--- src/rtl/uart_tx_if.sv ---
// rtl/uart_tx_if.sv - UART transmitter request/serial-line interface
interface uart_tx_if #(
    parameter int NB_DATA = 8
);
    logic               i_tick;
    logic               i_tx_start;
    logic [NB_DATA-1:0] i_data;
    logic               o_tx;
    logic               o_tx_busy;
    logic               o_tx_done;

    modport master (
        output i_tick, i_tx_start, i_data,
        input  o_tx, o_tx_busy, o_tx_done
    );

    modport slave (
        input  i_tick, i_tx_start, i_data,
        output o_tx, o_tx_busy, o_tx_done
    );
endinterface

--- src/rtl/uart_tx.sv ---
// rtl/uart_tx.sv - UART transmitter paced by the shared 16x baud tick
module uart_tx #(
    parameter int NB_DATA         = 8,
    parameter int NB_STOP         = 1,
    parameter int PARITY_EN       = 0,
    parameter int PARITY_ODD      = 0,
    parameter int N_TICKS         = 16,
    parameter int NB_TICK_COUNTER = $clog2(N_TICKS),
    parameter int NB_DATA_COUNTER = $clog2(NB_DATA)
) (
    input  logic       i_clock,
    input  logic       i_reset,
    uart_tx_if.slave   bus
);

    typedef enum logic [4:0] {
        IDLE   = 5'b00001,
        START  = 5'b00010,
        DATA   = 5'b00100,
        PARITY = 5'b01000,
        STOP   = 5'b10000
    } state_t;

    localparam logic [NB_TICK_COUNTER-1:0] TICK_LAST = NB_TICK_COUNTER'(N_TICKS - 1);
    localparam logic [NB_DATA_COUNTER-1:0] IDX_LAST  = NB_DATA_COUNTER'(NB_DATA - 1);
    localparam logic                       STOP_LAST = (NB_STOP > 1);
    localparam logic                       PAR_ODD   = (PARITY_ODD != 0);
    localparam logic                       PAR_EN    = (PARITY_EN != 0);

    state_t                     state_q, state_d;
    logic [NB_DATA-1:0]         shreg_q, shreg_d;
    logic [NB_TICK_COUNTER-1:0] tick_cnt_q, tick_cnt_d;
    logic [NB_DATA_COUNTER-1:0] bit_idx_q, bit_idx_d;
    logic                       stop_cnt_q, stop_cnt_d;
    logic                       parity_q, parity_d;
    logic                       tx_q, tx_d;
    logic                       busy_q, busy_d;
    logic                       done_q, done_d;
    logic                       bit_end;

    assign bit_end = bus.i_tick && (tick_cnt_q == TICK_LAST);

    always_comb begin
        state_d    = state_q;
        shreg_d    = shreg_q;
        tick_cnt_d = tick_cnt_q;
        bit_idx_d  = bit_idx_q;
        stop_cnt_d = stop_cnt_q;
        parity_d   = parity_q;
        done_d     = 1'b0;

        if (state_q != IDLE && bus.i_tick) begin
            tick_cnt_d = bit_end ? '0 : tick_cnt_q + 1'b1;
        end

        case (state_q)
            IDLE: begin
                if (bus.i_tx_start) begin
                    shreg_d    = bus.i_data;
                    tick_cnt_d = '0;
                    bit_idx_d  = '0;
                    stop_cnt_d = 1'b0;
                    parity_d   = 1'b0;
                    state_d    = START;
                end
            end
            START: begin
                if (bit_end) begin
                    bit_idx_d = '0;
                    state_d   = DATA;
                end
            end
            DATA: begin
                if (bit_end) begin
                    shreg_d   = shreg_q >> 1;
                    parity_d  = parity_q ^ shreg_q[0];
                    bit_idx_d = bit_idx_q + 1'b1;
                    if (bit_idx_q == IDX_LAST) begin
                        state_d = PAR_EN ? PARITY : STOP;
                    end
                end
            end
            PARITY: begin
                if (bit_end) begin
                    state_d = STOP;
                end
            end
            STOP: begin
                if (bit_end) begin
                    if (stop_cnt_q == STOP_LAST) begin
                        state_d = IDLE;
                        done_d  = 1'b1;
                    end else begin
                        stop_cnt_d = stop_cnt_q + 1'b1;
                    end
                end
            end
            default: begin
                state_d = IDLE;
            end
        endcase

        // Line level is decoded from the next state so o_tx stays a clean register output.
        case (state_d)
            START:   tx_d = 1'b0;
            DATA:    tx_d = shreg_d[0];
            PARITY:  tx_d = parity_d ^ PAR_ODD;
            default: tx_d = 1'b1;
        endcase
        busy_d = (state_d != IDLE);
    end

    always_ff @(posedge i_clock or negedge i_reset) begin
        if (!i_reset) begin
            state_q    <= IDLE;
            shreg_q    <= '0;
            tick_cnt_q <= '0;
            bit_idx_q  <= '0;
            stop_cnt_q <= 1'b0;
            parity_q   <= 1'b0;
            tx_q       <= 1'b1;
            busy_q     <= 1'b0;
            done_q     <= 1'b0;
        end else begin
            state_q    <= state_d;
            shreg_q    <= shreg_d;
            tick_cnt_q <= tick_cnt_d;
            bit_idx_q  <= bit_idx_d;
            stop_cnt_q <= stop_cnt_d;
            parity_q   <= parity_d;
            tx_q       <= tx_d;
            busy_q     <= busy_d;
            done_q     <= done_d;
        end
    end

    assign bus.o_tx      = tx_q;
    assign bus.o_tx_busy = busy_q;
    assign bus.o_tx_done = done_q;

endmodule

--- src/flat_wrapper.sv ---
// flat-port wrapper written by rule: the top's interface ports become plain ports
module uart_tx_flat 
#(
    parameter int NB_DATA         = 8,
    parameter int NB_STOP         = 1,
    parameter int PARITY_EN       = 0,
    parameter int PARITY_ODD      = 0,
    parameter int N_TICKS         = 16,
    parameter int NB_TICK_COUNTER = $clog2(N_TICKS),
    parameter int NB_DATA_COUNTER = $clog2(NB_DATA)
)
  (i_clock, i_reset, bus_i_tick, bus_i_tx_start, bus_i_data, bus_o_tx, bus_o_tx_busy, bus_o_tx_done);
  uart_tx_if #(.NB_DATA(NB_DATA)) bus_i ();
  input  logic i_clock;
  input  logic i_reset;
  input wire logic [$bits(bus_i.i_tick)-1:0] bus_i_tick;
  input wire logic [$bits(bus_i.i_tx_start)-1:0] bus_i_tx_start;
  input wire logic [$bits(bus_i.i_data)-1:0] bus_i_data;
  output wire logic [$bits(bus_i.o_tx)-1:0] bus_o_tx;
  output wire logic [$bits(bus_i.o_tx_busy)-1:0] bus_o_tx_busy;
  output wire logic [$bits(bus_i.o_tx_done)-1:0] bus_o_tx_done;
  assign bus_i.i_tick = bus_i_tick;
  assign bus_i.i_tx_start = bus_i_tx_start;
  assign bus_i.i_data = bus_i_data;
  assign bus_o_tx = bus_i.o_tx;
  assign bus_o_tx_busy = bus_i.o_tx_busy;
  assign bus_o_tx_done = bus_i.o_tx_done;
  uart_tx #(.NB_DATA(NB_DATA), .NB_STOP(NB_STOP), .PARITY_EN(PARITY_EN), .PARITY_ODD(PARITY_ODD), .N_TICKS(N_TICKS), .NB_TICK_COUNTER(NB_TICK_COUNTER), .NB_DATA_COUNTER(NB_DATA_COUNTER)) u_core (.i_clock(i_clock), .i_reset(i_reset), .bus(bus_i));
endmodule
--- config.mk ---
export PLATFORM = sky130hd
export DESIGN_NAME = uart_tx_flat
export DESIGN_NICKNAME = d
export VERILOG_FILES = /design/src/rtl/uart_tx_if.sv /design/src/rtl/uart_tx.sv /design/src/flat_wrapper.sv
export SDC_FILE = /design/constraint.sdc
export NUM_CORES = 1
export LEC_CHECK = 0
export ABC_AREA = 1
export BUFFER_PORTS_ARGS = -buffer_cell sky130_fd_sc_hd__buf_4
export CAP_MARGIN = 20
export CORE_MARGIN = 1.5
export CORE_UTILIZATION = 25
export DETAILED_ROUTE_END_ITERATION = 7
export HOLD_SLACK_MARGIN = 0.1
export PLACE_DENSITY = 0.5
export SLEW_MARGIN = 20
export SYNTH_ARGS = -nofsm -noshare
export SYNTH_HDL_FRONTEND = slang
export SYNTH_SLANG_ARGS = --single-unit
--- constraint.sdc ---
create_clock -name i_clock -period 1.45 [get_ports i_clock]
set_clock_uncertainty 0.15 [all_clocks]
set_input_delay 0.0725 -clock i_clock [delete_from_list [all_inputs] [get_ports i_clock]]
set_output_delay 0.0725 -clock i_clock [all_outputs]
set_load 0.02 [all_outputs]
==> results.sh <==
export IMPL_cts_root_buf="clkbuf_8"
export IMPL_die_w_um=77.2
export IMPL_maxCapViolations=0
export IMPL_vdd_drop_max_v=0.000796
export IMPL_total_power_mw=3.10
export IMPL_dpl_cell_area_sq_um=1720
export IMPL_track_usage_pct=11.3
export IMPL_ys_seq_area_share_pct=43.9
export IMPL_regArea_sq_um=604
export IMPL_yosysMostFrequentCell="nand2_1"
export IMPL_antenna_found_initial=0
export IMPL_diodes=0
export IMPL_relSlewSlack_pct=78.2
export IMPL_layout_cells_non_filler=283
export IMPL_hold_viol_final=0
export IMPL_ant_nets=0
export IMPL_cp_max_fo=4
export IMPL_drive_gt1_share_pct=43.7
export IMPL_r2r_end="u_core.state_q[0]$_DFF_PN1_"
export IMPL_setup_tns_ns=-1.70
export IMPL_end_kind="flop"
export IMPL_crit_arrival_ns=1.64
export IMPL_h_tree_depth=1
export IMPL_grt_pass1_wl_um=5310
export IMPL_p_leak_nw=1.05
export IMPL_required_ns=1.51
export IMPL_drc=0
export IMPL_clkTransAtPathRegs_ns=0.09
export IMPL_hold_path_startpoint="bus_i_data[0]"
export IMPL_holdPathStages=6
export IMPL_dr_pass1_iters=4
export IMPL_clock_sinks=24
export IMPL_synth_top_cell_by_area="dfrtp_1"
export IMPL_final_area_sq_um=2040
export IMPL_avgSynthCellArea_sq_um=8.65
export IMPL_first_iter_violations=78
export IMPL_timing_final_crit_share_pct=109
export IMPL_cts_buffers=3
export IMPL_start_util_pct=26.4
export IMPL_cts_tree="yes"
export IMPL_ys_top_cells_by_count="nand2_1, dfrtp_1, inv_1"
export IMPL_dieArea_sq_um=5950
export IMPL_whs_endpoint="u_core.shreg_q[0]$_DFF_PN0_"
export IMPL_async_flop_share_pct=100
export IMPL_core_sq_um=5200
export IMPL_tightestPinTransition_ns=0.327
export IMPL_multi_input_area_sq_um=769
export IMPL_detail_route_wl_per_cell_um=10.8
export IMPL_grt_overflow=0
export IMPL_viasPerCell=4.18
export IMPL_synth_nets=174
export IMPL_timing_rr_start="u_core.state_q[2]$_DFF_PN0_"
export IMPL_fin_ws_ns=-0.133
export IMPL_routed_wl_um=3040
export IMPL_ys_warnings_count=0
export IMPL_violations="negative setup slack"
export IMPL_clk_latency_ns=0.28
export IMPL_hpwl_um=2160
export IMPL_rows=26
export IMPL_gp_congestion=0.742
export IMPL_status="finished with violations"
export IMPL_powerDensity_nw_per_um2=1520
export IMPL_num_vias=1183
export IMPL_grt_max_degree=25
export IMPL_crit_type="reg -> reg"
export IMPL_start_kind="flop"
export IMPL_ys_seq_elements=24
export IMPL_area_delta_synth_final_pct=48.0
export IMPL_clockBufferDepth=2
export IMPL_synth_top_cells_by_area="dfrtp_1, nand2_1, nand3_1"
export IMPL_portBuffers=14
export IMPL_final_max_slew_viol_count=0
export IMPL_hold_slack_ns=0.165
export IMPL_dpl_cell_count=263
export IMPL_rsz0062_at_grt="yes"
export IMPL_hold_class="in -> reg"
export IMPL_fin_nets=229
export IMPL_synth_cell_type_count=29
export IMPL_synth_edf_count=0
export IMPL_postSynthCellCount=159
export IMPL_synthFlopType="dfrtp_1"
export IMPL_rrSetupSlack_ns=-0.13
export IMPL_fin_crit_ns=1.58
export IMPL_netlist_area_sq_um=1380
export IMPL_nFillCells=538
export IMPL_setup_viol=20
export IMPL_ios=15
export IMPL_grt_pass1_vias=1152
export IMPL_r2r_cells=7
export IMPL_die_height_um=77.2
export IMPL_clock_fmax_mhz=632
export IMPL_synth_top_area_share_pct=40.0
-- cell usage in the layout (no fill, tap or decap), drive strengths merged --
cell type | Yosys | routed
nand2 | 48 | 48
buf | 1 | 38
dfrtp | 22 | 22
inv | 20 | 20
nor2 | 18 | 19
nand3 | 15 | 16
dlygate4sd3 | 0 | 11
o21ai | 10 | 10
a22oi | 6 | 6
a21oi | 6 | 6
clkbuf | 0 | 3
ha | 3 | 3
nand4 | 2 | 2
nor3 | 2 | 2
dfstp | 2 | 2
clkinv | 1 | 1
a21boi | 1 | 1
and2 | 1 | 1
xor2 | 1 | 1
bufinv | 0 | 1
-- through the flow --
| step | setup slack, ns | utilization, % |
|---|---|---|
| 6_report | -0.133 | 39.1 |
| 5_1_grt | -0.218 | 39.1 |
| 4_1_cts | -0.114 | 37.7 |
| 3_5_place_dp | -0.132 | 33.0 |
| 3_3_place_gp | -0.118 | 33.0 |
| 2_1_floorplan | -0.00626 | - |
-- flip-flops by register name, indices dropped and copies added (netlist names) --
| signal | count |
|---|---|
| u_core.parity_q | 1 |
| u_core.bus.o_tx | 1 |
| u_core.bus.o_tx_done | 1 |
| u_core.bus.o_tx_busy | 1 |
| u_core.tick_cnt_q | 4 |
| u_core.shreg_q | 8 |
| u_core.state_q | 5 |
| u_core.bit_idx_q | 3 |
-- power breakdown --
part           switching (mW)  internal (mW)  total [mW]  leakage (nW)
clock network           0.235          0.370       0.604        0.0357
logic                   0.832          0.653        1.49         0.707
registers               0.121          0.891        1.01         0.309
total                    1.19           1.91        3.10          1.05
-- timing repair --
action                                 in CTS  in global routing
hold buffers                               11                  0
pin swaps                                   9                 12
endpoints found under the hold margin      37                  0
gates cloned                                2                  0
buffers inserted                            0                  4
setup endpoints to repair                  22                 22
resized for setup                          14                 17
-- logic make-up (layout without fill, tap and decap cells) --
group	after synthesis	in the layout	synth area share, %
AND/OR/NAND/NOR	86	88	35.0
buffers and inverters	22	74	6.73
XOR/XNOR	1	1	0.637
flip-flops	24	24	43.9
AO/OA/AOI/OAI	23	23	11.0
adder cells (fa/ha/maj)	3	3	2.73
-- final cells by class --
cell class,instances,share of cell area (%)
multi-input combinational,115,37.8
sequential,24,29.7
timing repair buffer,49,20.6
tap,70,4.30
inverter,21,4.12
clock buffer,3,2.03
clock inverter,1,1.48
-- worst max-delay path, stage by stage (launching register included) --
cell     delay (ns)
dfrtp_2        0.45
nor2_4         0.17
buf_12         0.13
nand3_2        0.16
nand2_4        0.13
nor3_2         0.05
nor3_2         0.24
inv_2          0.04
-- worst max-delay path by stage --
stage,from,end,slack (ns),depth (start not counted)
after CTS,u_core.state_q[0]$_DFF_PN1_,u_core.bus.o_tx$_DFF_PN1_,-0.11,9
after global placement,u_core.state_q[0]$_DFF_PN1_,u_core.bus.o_tx$_DFF_PN1_,-0.12,8
after floorplan,u_core.state_q[0]$_DFF_PN1_,u_core.bus.o_tx$_DFF_PN1_,-0.006,10
after global routing,u_core.state_q[2]$_DFF_PN0_,u_core.shreg_q[2]$_DFFE_PN0P_,-0.22,8
after detailed placement,u_core.state_q[0]$_DFF_PN1_,u_core.bus.o_tx$_DFF_PN1_,-0.13,8
final,u_core.state_q[2]$_DFF_PN0_,u_core.state_q[0]$_DFF_PN1_,-0.13,7
-- metal layers --
layer  global-route usage [%]  share of wire [%]
met3                     2.50                2.3
met1                     15.0                 50
met4                     4.36                1.7
met2                     17.8                 46
met5                        0                  0
Note: power is estimated with default switching activity, not from simulation.
